===== src/rtl/bw_arb_pkg.sv =====
// Shared types for the credit arbiter: per-channel accounts, pick results and
// the pairwise comparison that the pick tree is built from.
package bw_arb_pkg;

    // Fields are sized for the widest supported arbiter (16 channels, 16-bit balances)
    localparam int ID_W  = 4;
    localparam int AMT_W = 16;

    typedef struct packed {
        logic [AMT_W-1:0] balance;
        logic [ID_W-1:0]  id;
    } acct_t;

    typedef struct packed {
        logic [AMT_W-1:0] amount;
        logic [ID_W-1:0]  id;
        logic             valid;
    } win_t;

    function automatic win_t best_of(input win_t a, input win_t b);
        if (a.valid != b.valid) return a.valid ? a : b;
        if (a.amount != b.amount) return (a.amount > b.amount) ? a : b;
        return (a.id <= b.id) ? a : b;
    endfunction

endpackage


===== src/rtl/bw_arb_pick.sv =====
// Combinational max-balance picker: a balanced tree of best_of over N accounts,
// masked by eligibility. Ties resolve to the lowest channel index.
module bw_arb_pick
    import bw_arb_pkg::*;
#(
    parameter int N = 4
) (
    input  acct_t [N-1:0] accts_i,
    input  logic  [N-1:0] elig_i,
    output win_t          win_o
);

    localparam int LVLS = (N > 1) ? $clog2(N) : 1;
    localparam int P    = 1 << LVLS;

    for (genvar gi = 0; gi <= LVLS; gi++) begin : g_lvl
        win_t w [P >> gi];
        if (gi == 0) begin : g_leaf
            for (genvar gj = 0; gj < P; gj++) begin : g_in
                if (gj < N) begin : g_real
                    assign w[gj] = '{amount: accts_i[gj].balance, id: accts_i[gj].id, valid: elig_i[gj]};
                end else begin : g_pad
                    assign w[gj] = '0;
                end
            end
        end else begin : g_node
            for (genvar gj = 0; gj < (P >> gi); gj++) begin : g_cmp
                assign w[gj] = best_of(g_lvl[gi-1].w[2*gj], g_lvl[gi-1].w[2*gj+1]);
            end
        end
    end

    assign win_o = g_lvl[LVLS].w[0];

endmodule


===== src/rtl/bw_credit_arb.sv =====
// N-channel credit arbiter: highest balance wins and pays one credit per grant,
// with burst hold, periodic weighted refill and a round-robin fallback.
module bw_credit_arb
    import bw_arb_pkg::*;
#(
    parameter int N             = 4,
    parameter int BW            = 8,
    parameter int CAP           = 255,
    parameter int REFILL_PERIOD = 64,
    parameter int MAX_BURST     = 4,
    parameter int WORK_CONSERVE = 1
) (
    input  logic                 clk,
    input  logic                 reset,
    input  logic [N-1:0]         req,
    input  logic [N*BW-1:0]      weight,
    output logic [N-1:0]         grant,
    output logic [$clog2(N)-1:0] grant_id,
    output logic                 grant_valid,
    output logic                 grant_credit,
    output logic                 refill_pulse
);

    localparam int IW  = $clog2(N);
    localparam int CW  = $clog2(REFILL_PERIOD);
    localparam int BCW = (MAX_BURST > 1) ? $clog2(MAX_BURST) : 1;

    logic [BW-1:0]  bal_q [N];
    logic [BW-1:0]  bal_d [N];
    logic [CW-1:0]  refill_cnt_q;
    logic [BCW-1:0] burst_cnt_q, burst_cnt_d;
    logic [IW-1:0]  rr_ptr_q, rr_ptr_d;
    logic [N-1:0]   grant_q, grant_d;
    logic [IW-1:0]  grant_id_q, grant_id_d;
    logic           grant_credit_q, grant_credit_d;
    logic           refill_pulse_q;

    logic           refill;
    logic [N-1:0]   elig, chg;
    acct_t [N-1:0]  accts;
    win_t           credit_win;
    logic           hold;
    logic [2*N-1:0] req_dbl;
    logic [N-1:0]   req_rot;
    logic [IW-1:0]  rr_off, rr_win;
    logic [IW:0]    rr_sum;
    logic           unused_win;

    assign refill = (refill_cnt_q == '0);

    for (genvar gi = 0; gi < N; gi++) begin : g_chan
        logic [BW:0] dec_w, sum_w;
        assign elig[gi]  = req[gi] && (bal_q[gi] != '0);
        assign accts[gi] = '{balance: AMT_W'(bal_q[gi]), id: ID_W'(gi)};
        // Charge and refill combine before saturation so a full balance still pays
        assign dec_w     = {1'b0, bal_q[gi]} - {{BW{1'b0}}, chg[gi]};
        assign sum_w     = dec_w + {1'b0, weight[gi*BW +: BW]};
        assign bal_d[gi] = !refill ? dec_w[BW-1:0]
                         : (sum_w > (BW+1)'(CAP)) ? BW'(CAP) : sum_w[BW-1:0];
    end

    bw_arb_pick #(.N(N)) u_pick (
        .accts_i (accts),
        .elig_i  (elig),
        .win_o   (credit_win)
    );

    assign unused_win = ^{credit_win.amount, credit_win.id};

    // Rotate so rr_ptr sits at bit 0, then take the lowest set bit
    assign req_dbl = {req, req};
    assign req_rot = req_dbl[rr_ptr_q +: N];

    always_comb begin
        rr_off = '0;
        for (int i = N - 1; i >= 0; i--) begin
            if (req_rot[i]) rr_off = IW'(i);
        end
        rr_sum = {1'b0, rr_ptr_q} + {1'b0, rr_off};
        if (rr_sum >= (IW+1)'(N)) rr_sum = rr_sum - (IW+1)'(N);
        rr_win = rr_sum[IW-1:0];
    end

    assign hold = grant_q[grant_id_q] && req[grant_id_q]
               && (burst_cnt_q < BCW'(MAX_BURST - 1)) && (bal_q[grant_id_q] != '0);

    always_comb begin
        grant_d        = '0;
        grant_id_d     = '0;
        grant_credit_d = 1'b0;
        burst_cnt_d    = '0;
        rr_ptr_d       = rr_ptr_q;
        chg            = '0;
        if (hold) begin
            grant_d[grant_id_q] = 1'b1;
            grant_id_d          = grant_id_q;
            grant_credit_d      = 1'b1;
            burst_cnt_d         = burst_cnt_q + BCW'(1);
            chg[grant_id_q]     = 1'b1;
        end else if (credit_win.valid) begin
            grant_d[credit_win.id[IW-1:0]] = 1'b1;
            grant_id_d                     = credit_win.id[IW-1:0];
            grant_credit_d                 = 1'b1;
            chg[credit_win.id[IW-1:0]]     = 1'b1;
        end else if ((WORK_CONSERVE != 0) && (req != '0)) begin
            grant_d[rr_win] = 1'b1;
            grant_id_d      = rr_win;
            rr_ptr_d        = (rr_win == IW'(N - 1)) ? '0 : rr_win + IW'(1);
        end
    end

    always_ff @(posedge clk or negedge reset) begin
        if (!reset) begin
            for (int i = 0; i < N; i++) bal_q[i] <= '0;
            refill_cnt_q   <= '0;
            burst_cnt_q    <= '0;
            rr_ptr_q       <= '0;
            grant_q        <= '0;
            grant_id_q     <= '0;
            grant_credit_q <= 1'b0;
            refill_pulse_q <= 1'b0;
        end else begin
            for (int i = 0; i < N; i++) bal_q[i] <= bal_d[i];
            refill_cnt_q   <= (refill_cnt_q == CW'(REFILL_PERIOD - 1)) ? '0 : refill_cnt_q + CW'(1);
            burst_cnt_q    <= burst_cnt_d;
            rr_ptr_q       <= rr_ptr_d;
            grant_q        <= grant_d;
            grant_id_q     <= grant_id_d;
            grant_credit_q <= grant_credit_d;
            refill_pulse_q <= refill;
        end
    end

    assign grant        = grant_q;
    assign grant_id     = grant_id_q;
    assign grant_valid  = |grant_q;
    assign grant_credit = grant_credit_q;
    assign refill_pulse = refill_pulse_q;

endmodule


===== config.mk =====
export PLATFORM = sky130hd
export DESIGN_NAME = bw_credit_arb
export DESIGN_NICKNAME = d
export VERILOG_FILES = /design/src/rtl/bw_arb_pkg.sv /design/src/rtl/bw_arb_pick.sv /design/src/rtl/bw_credit_arb.sv
export SDC_FILE = /design/constraint.sdc
export NUM_CORES = 1
export LEC_CHECK = 0
export CAP_MARGIN = 20
export CORE_MARGIN = 4
export CORE_UTILIZATION = 55
export CTS_BUF_LIST = sky130_fd_sc_hd__clkbuf_4 sky130_fd_sc_hd__clkbuf_8
export DETAILED_ROUTE_END_ITERATION = 8
export MAX_ROUTING_LAYER = met4
export PLACE_DENSITY = 0.75
export SLEW_MARGIN = 20
export SYNTH_ARGS = -nofsm -noshare
export SYNTH_HDL_FRONTEND = slang
export SYNTH_HIERARCHICAL = 1
export SYNTH_SLANG_ARGS = --single-unit
export TNS_END_PERCENT = 30

===== constraint.sdc =====
create_clock -name clk -period 9.3 [get_ports clk]
set_clock_uncertainty 0.05 [all_clocks]
set_input_delay 1.86 -clock clk [delete_from_list [all_inputs] [get_ports clk]]
set_output_delay 1.86 -clock clk [all_outputs]
set_load 0.02 [all_outputs]

==> out/metrics.yaml, run 1 <==
place:
  hpwlAfterDp_mm: 12.24
  place.detailed.instances: 1059
  gp_congestion: 0.9301
  portBuffers: 46
cells_and_area:
  area_growth_pct: 18.87
  drive_above_1_share_pct: 7.120
  regArea_um2: 1251
  multi_input_comb_area_um2: 5192
  fin_nets: 1083
  fill_cells: 1007
  antennaDiodeCount: 0
  final-instance-count-excl-fill: 1070
setup_path:
  critPathLaunch: "req[3]"
  setup.worst_path.start_class: "primary input"
  timing.critical_path.fanout_max: 8
  criticalPathCategory: "primary input to flop"
  timing.critical_path.to_type: "flop"
  cp_slowest_cell: "sky130_fd_sc_hd__clkdlybuf4s50_1"
  timing.critical_path.required_ns: 9.43
  crit_path_max_incr_delay_ns: 0.59
  critical_path.reg2reg.startpoint: "accts[46]$_DFF_PN0_"
  data_arrival_at_the_endpoint_of_the_critical_path_ns: 8.83
  dominant_cell_type_by_count_on_the_critical_path: "sky130_fd_sc_hd__ha_1"
global_route:
  antenna_found_initial: 0
  grt_pass1_vias: 5677
  grt_start_max_net_pins: 51
  grt_overflow_total: 0
  wire_length_of_the_first_global_routing_pass_mm: 25.21
  track_usage_pct: 23.14
timing:
  slew_viol_final: 0
  final-hold-violation-count: 0
  fin_worst_hold_slack_ns: 0.4004
  worst_slew_margin_rel_pct: 32.97
  worst_slew_pin_slew_ns: 1.004
  period_minus_slack_ns: 8.698
  rsz0062_at_grt: "false"
  final.period_utilization_pct: 93.53
  maxClockFrequency_mhz: 115.0
  final-setup-viol-count: 0
pwr:
  power.leakage_uw: 0.003894
  power.density_cell_area_nw_per_um2: 275.3
  power.ir.vdd_worst_mv: 0.1912
cts:
  clk_path_buf_depth: 2
  cts_tree: "done"
  tritoncts.num_buffers: 5
  cts.hold.buffers_added: 0
  buffer_cell_driving_the_clock_tree_root: "sky130_fd_sc_hd__clkbuf_8"
  cts-htree-levels: 2
  cts_clock_pin_slew_for_the_worst_setup_and_hold_paths_ns: 0.10
  clk-insertion-delay-late_ns: 0.32
  clock_sink_count: 50
die:
  die_y_um: 116.6
  io_pins: 47
  die-area_um2: 13600
  initial_utilization_pct: 56.60
  placeable_core_region_um2: 11470
  rows: 39
  die_width_um: 116.6
detailed_routing:
  post_detailed_route_via_to_cell_ratio: 5.404
  firstDrtPassIters: 5
  drc: 0
  routed-via-count: 5782
  detail_route.wirelength.met1_mm: 6.849
  highest_metal_used: "met4"
  detailroute.wirelength.met3_um: 634
  met2_wirelength_mm: 7.291
  ant_nets: 0
  initialDrtViolationCount: 263
  avgRoutedWirePerCell_um: 13.95
  drt_wl_total_mm: 14.92
synth:
  synth.cell_area_um2: 6490
  netlist_instances: 775
  average_cell_area_after_synthesis_um2: 8.374
  ys_warn_count: 6
flow_run:
  drv.max_cap_violation_count: 0
min_path:
  worstHoldStart: "burst_cnt_q[0]$_DFF_PN0_"
  min_path_type: "flop to flop"
outcome:
  status: "complete, no violations"
==> worst paths after layout <==
kind                                             to  slack (ns)  cells after the start
max                              accts[4]$_DFF_PN0_        0.60                     32
min                        burst_cnt_q[0]$_DFF_PN0_        0.40                      1
max reg2reg                      accts[4]$_DFF_PN0_        1.56                     31
min reg2reg                burst_cnt_q[0]$_DFF_PN0_        0.40                      1
max in group asynchronous        accts[8]$_DFF_PN0_        7.16                      2
min in group asynchronous       accts[64]$_DFF_PN0_        1.60                      2
==> critical path: cells and delay by family <==
kind / cells / cell delay [ns]
fa+ha+maj: 5 / 1.32
mux: 6 / 1.49
buf+inv: 7 / 1.44
xor+xnor: 1 / 0.25
compound gates: 11 / 1.69
simple gates: 2 / 0.75
==> layout by cell type, fill, tap and decap left out, types with 3 or more instances in the layout <==
cell type / count
sky130_fd_sc_hd__o21bai_1: 5
sky130_fd_sc_hd__nor3b_2: 3
sky130_fd_sc_hd__nand4_1: 11
sky130_fd_sc_hd__mux2i_2: 13
sky130_fd_sc_hd__or3_1: 3
sky130_fd_sc_hd__o41ai_1: 9
sky130_fd_sc_hd__or2_2: 3
sky130_fd_sc_hd__a21oi_1: 64
sky130_fd_sc_hd__a21boi_0: 4
sky130_fd_sc_hd__mux2_1: 3
sky130_fd_sc_hd__xor2_1: 27
sky130_fd_sc_hd__conb_1: 101
sky130_fd_sc_hd__nand3_1: 25
sky130_fd_sc_hd__a2111oi_0: 3
sky130_fd_sc_hd__xnor2_1: 24
sky130_fd_sc_hd__clkbuf_8: 6
sky130_fd_sc_hd__ha_1: 115
sky130_fd_sc_hd__mux2i_1: 40
sky130_fd_sc_hd__nor3_1: 8
sky130_fd_sc_hd__nor2_1: 70
sky130_fd_sc_hd__dfrtp_1: 50
sky130_fd_sc_hd__o21ai_0: 23
sky130_fd_sc_hd__nor3b_1: 3
sky130_fd_sc_hd__nor4_1: 9
sky130_fd_sc_hd__clkdlybuf4s50_1: 45
sky130_fd_sc_hd__o211ai_1: 6
sky130_fd_sc_hd__a211oi_1: 9
sky130_fd_sc_hd__mux2_2: 4
sky130_fd_sc_hd__nand2_1: 40
sky130_fd_sc_hd__inv_1: 108
sky130_fd_sc_hd__a21o_1: 3
sky130_fd_sc_hd__fa_1: 4
sky130_fd_sc_hd__buf_4: 12
sky130_fd_sc_hd__a22oi_1: 9
sky130_fd_sc_hd__nor2b_1: 5
sky130_fd_sc_hd__nand2b_1: 11
==> sequential cells by signal (all words and copies together) (netlist names) <==
signal,flops
accts,32
burst_cnt_q,2
grant,4
grant_credit,1
grant_id,2
refill_cnt_q,6
refill_pulse,1
rr_ptr_q,2
==> power breakdown <==
part           total [uW]  switching [uW]  leakage [uW]  internal (uW)
sequential            475             165      0.000593            309
clock                 174            85.2     0.0000618           88.8
combinational        1480             804       0.00324            672
total                2120            1050       0.00389           1070
==> metal layers <==
layer | up-vias | global-route usage (%)
li1 | 2948 | -
met1 | 2730 | 29.45
met2 | 89 | 39.21
met3 | 15 | 3.627
met4 | 0 | 4.740
met5 | - | -
==> cell type report <==
type,count,share of cell area [%]
inverter,108,5.255
timing repair buffer,59,7.331
tap,143,2.319
clock inverter,2,0.5028
sequential,50,16.22
multi-input combinational,702,67.30
clock buffer,6,1.070
==> stage by stage <==
stage	instance area [um2]	setup TNS (ns)	setup slack [ns]	util, %	power [uW]
4_1_cts	7625	0	0.09467	66.49	2087
5_1_grt	7715	0	0.007043	67.28	2362
3_3_place_gp	7500	-0.4007	-0.06746	65.40	1842
2_1_floorplan	6862	0	0.8407	-	1559
6_report	7715	0	0.6021	67.28	2124
3_5_place_dp	7500	-2.770	-0.3314	65.40	1901
==> what timing repair did <==
item / 4_1_cts / 5_1_grt
gates resized for setup: 1 / 9
endpoints found under the hold margin: 0 / 0
buffers inserted: 0 / 3
endpoints found under the setup margin: 2 / 32
pin swaps: 0 / 0
Power figures use the tool's default switching activity.
==> run 2, diff against run 1 <==
--- a/config.mk
+++ b/config.mk
@@ -9,6 +9,7 @@
 export CORE_MARGIN = 4
 export CORE_UTILIZATION = 55
 export CTS_BUF_LIST = sky130_fd_sc_hd__clkbuf_4 sky130_fd_sc_hd__clkbuf_8
+export CTS_CLUSTER_SIZE = 40
 export DETAILED_ROUTE_END_ITERATION = 8
 export MAX_ROUTING_LAYER = met4
 export PLACE_DENSITY = 0.75
==> results of run 2 <==
No change in the layout: final DEF, timing and power equal those of run 1.
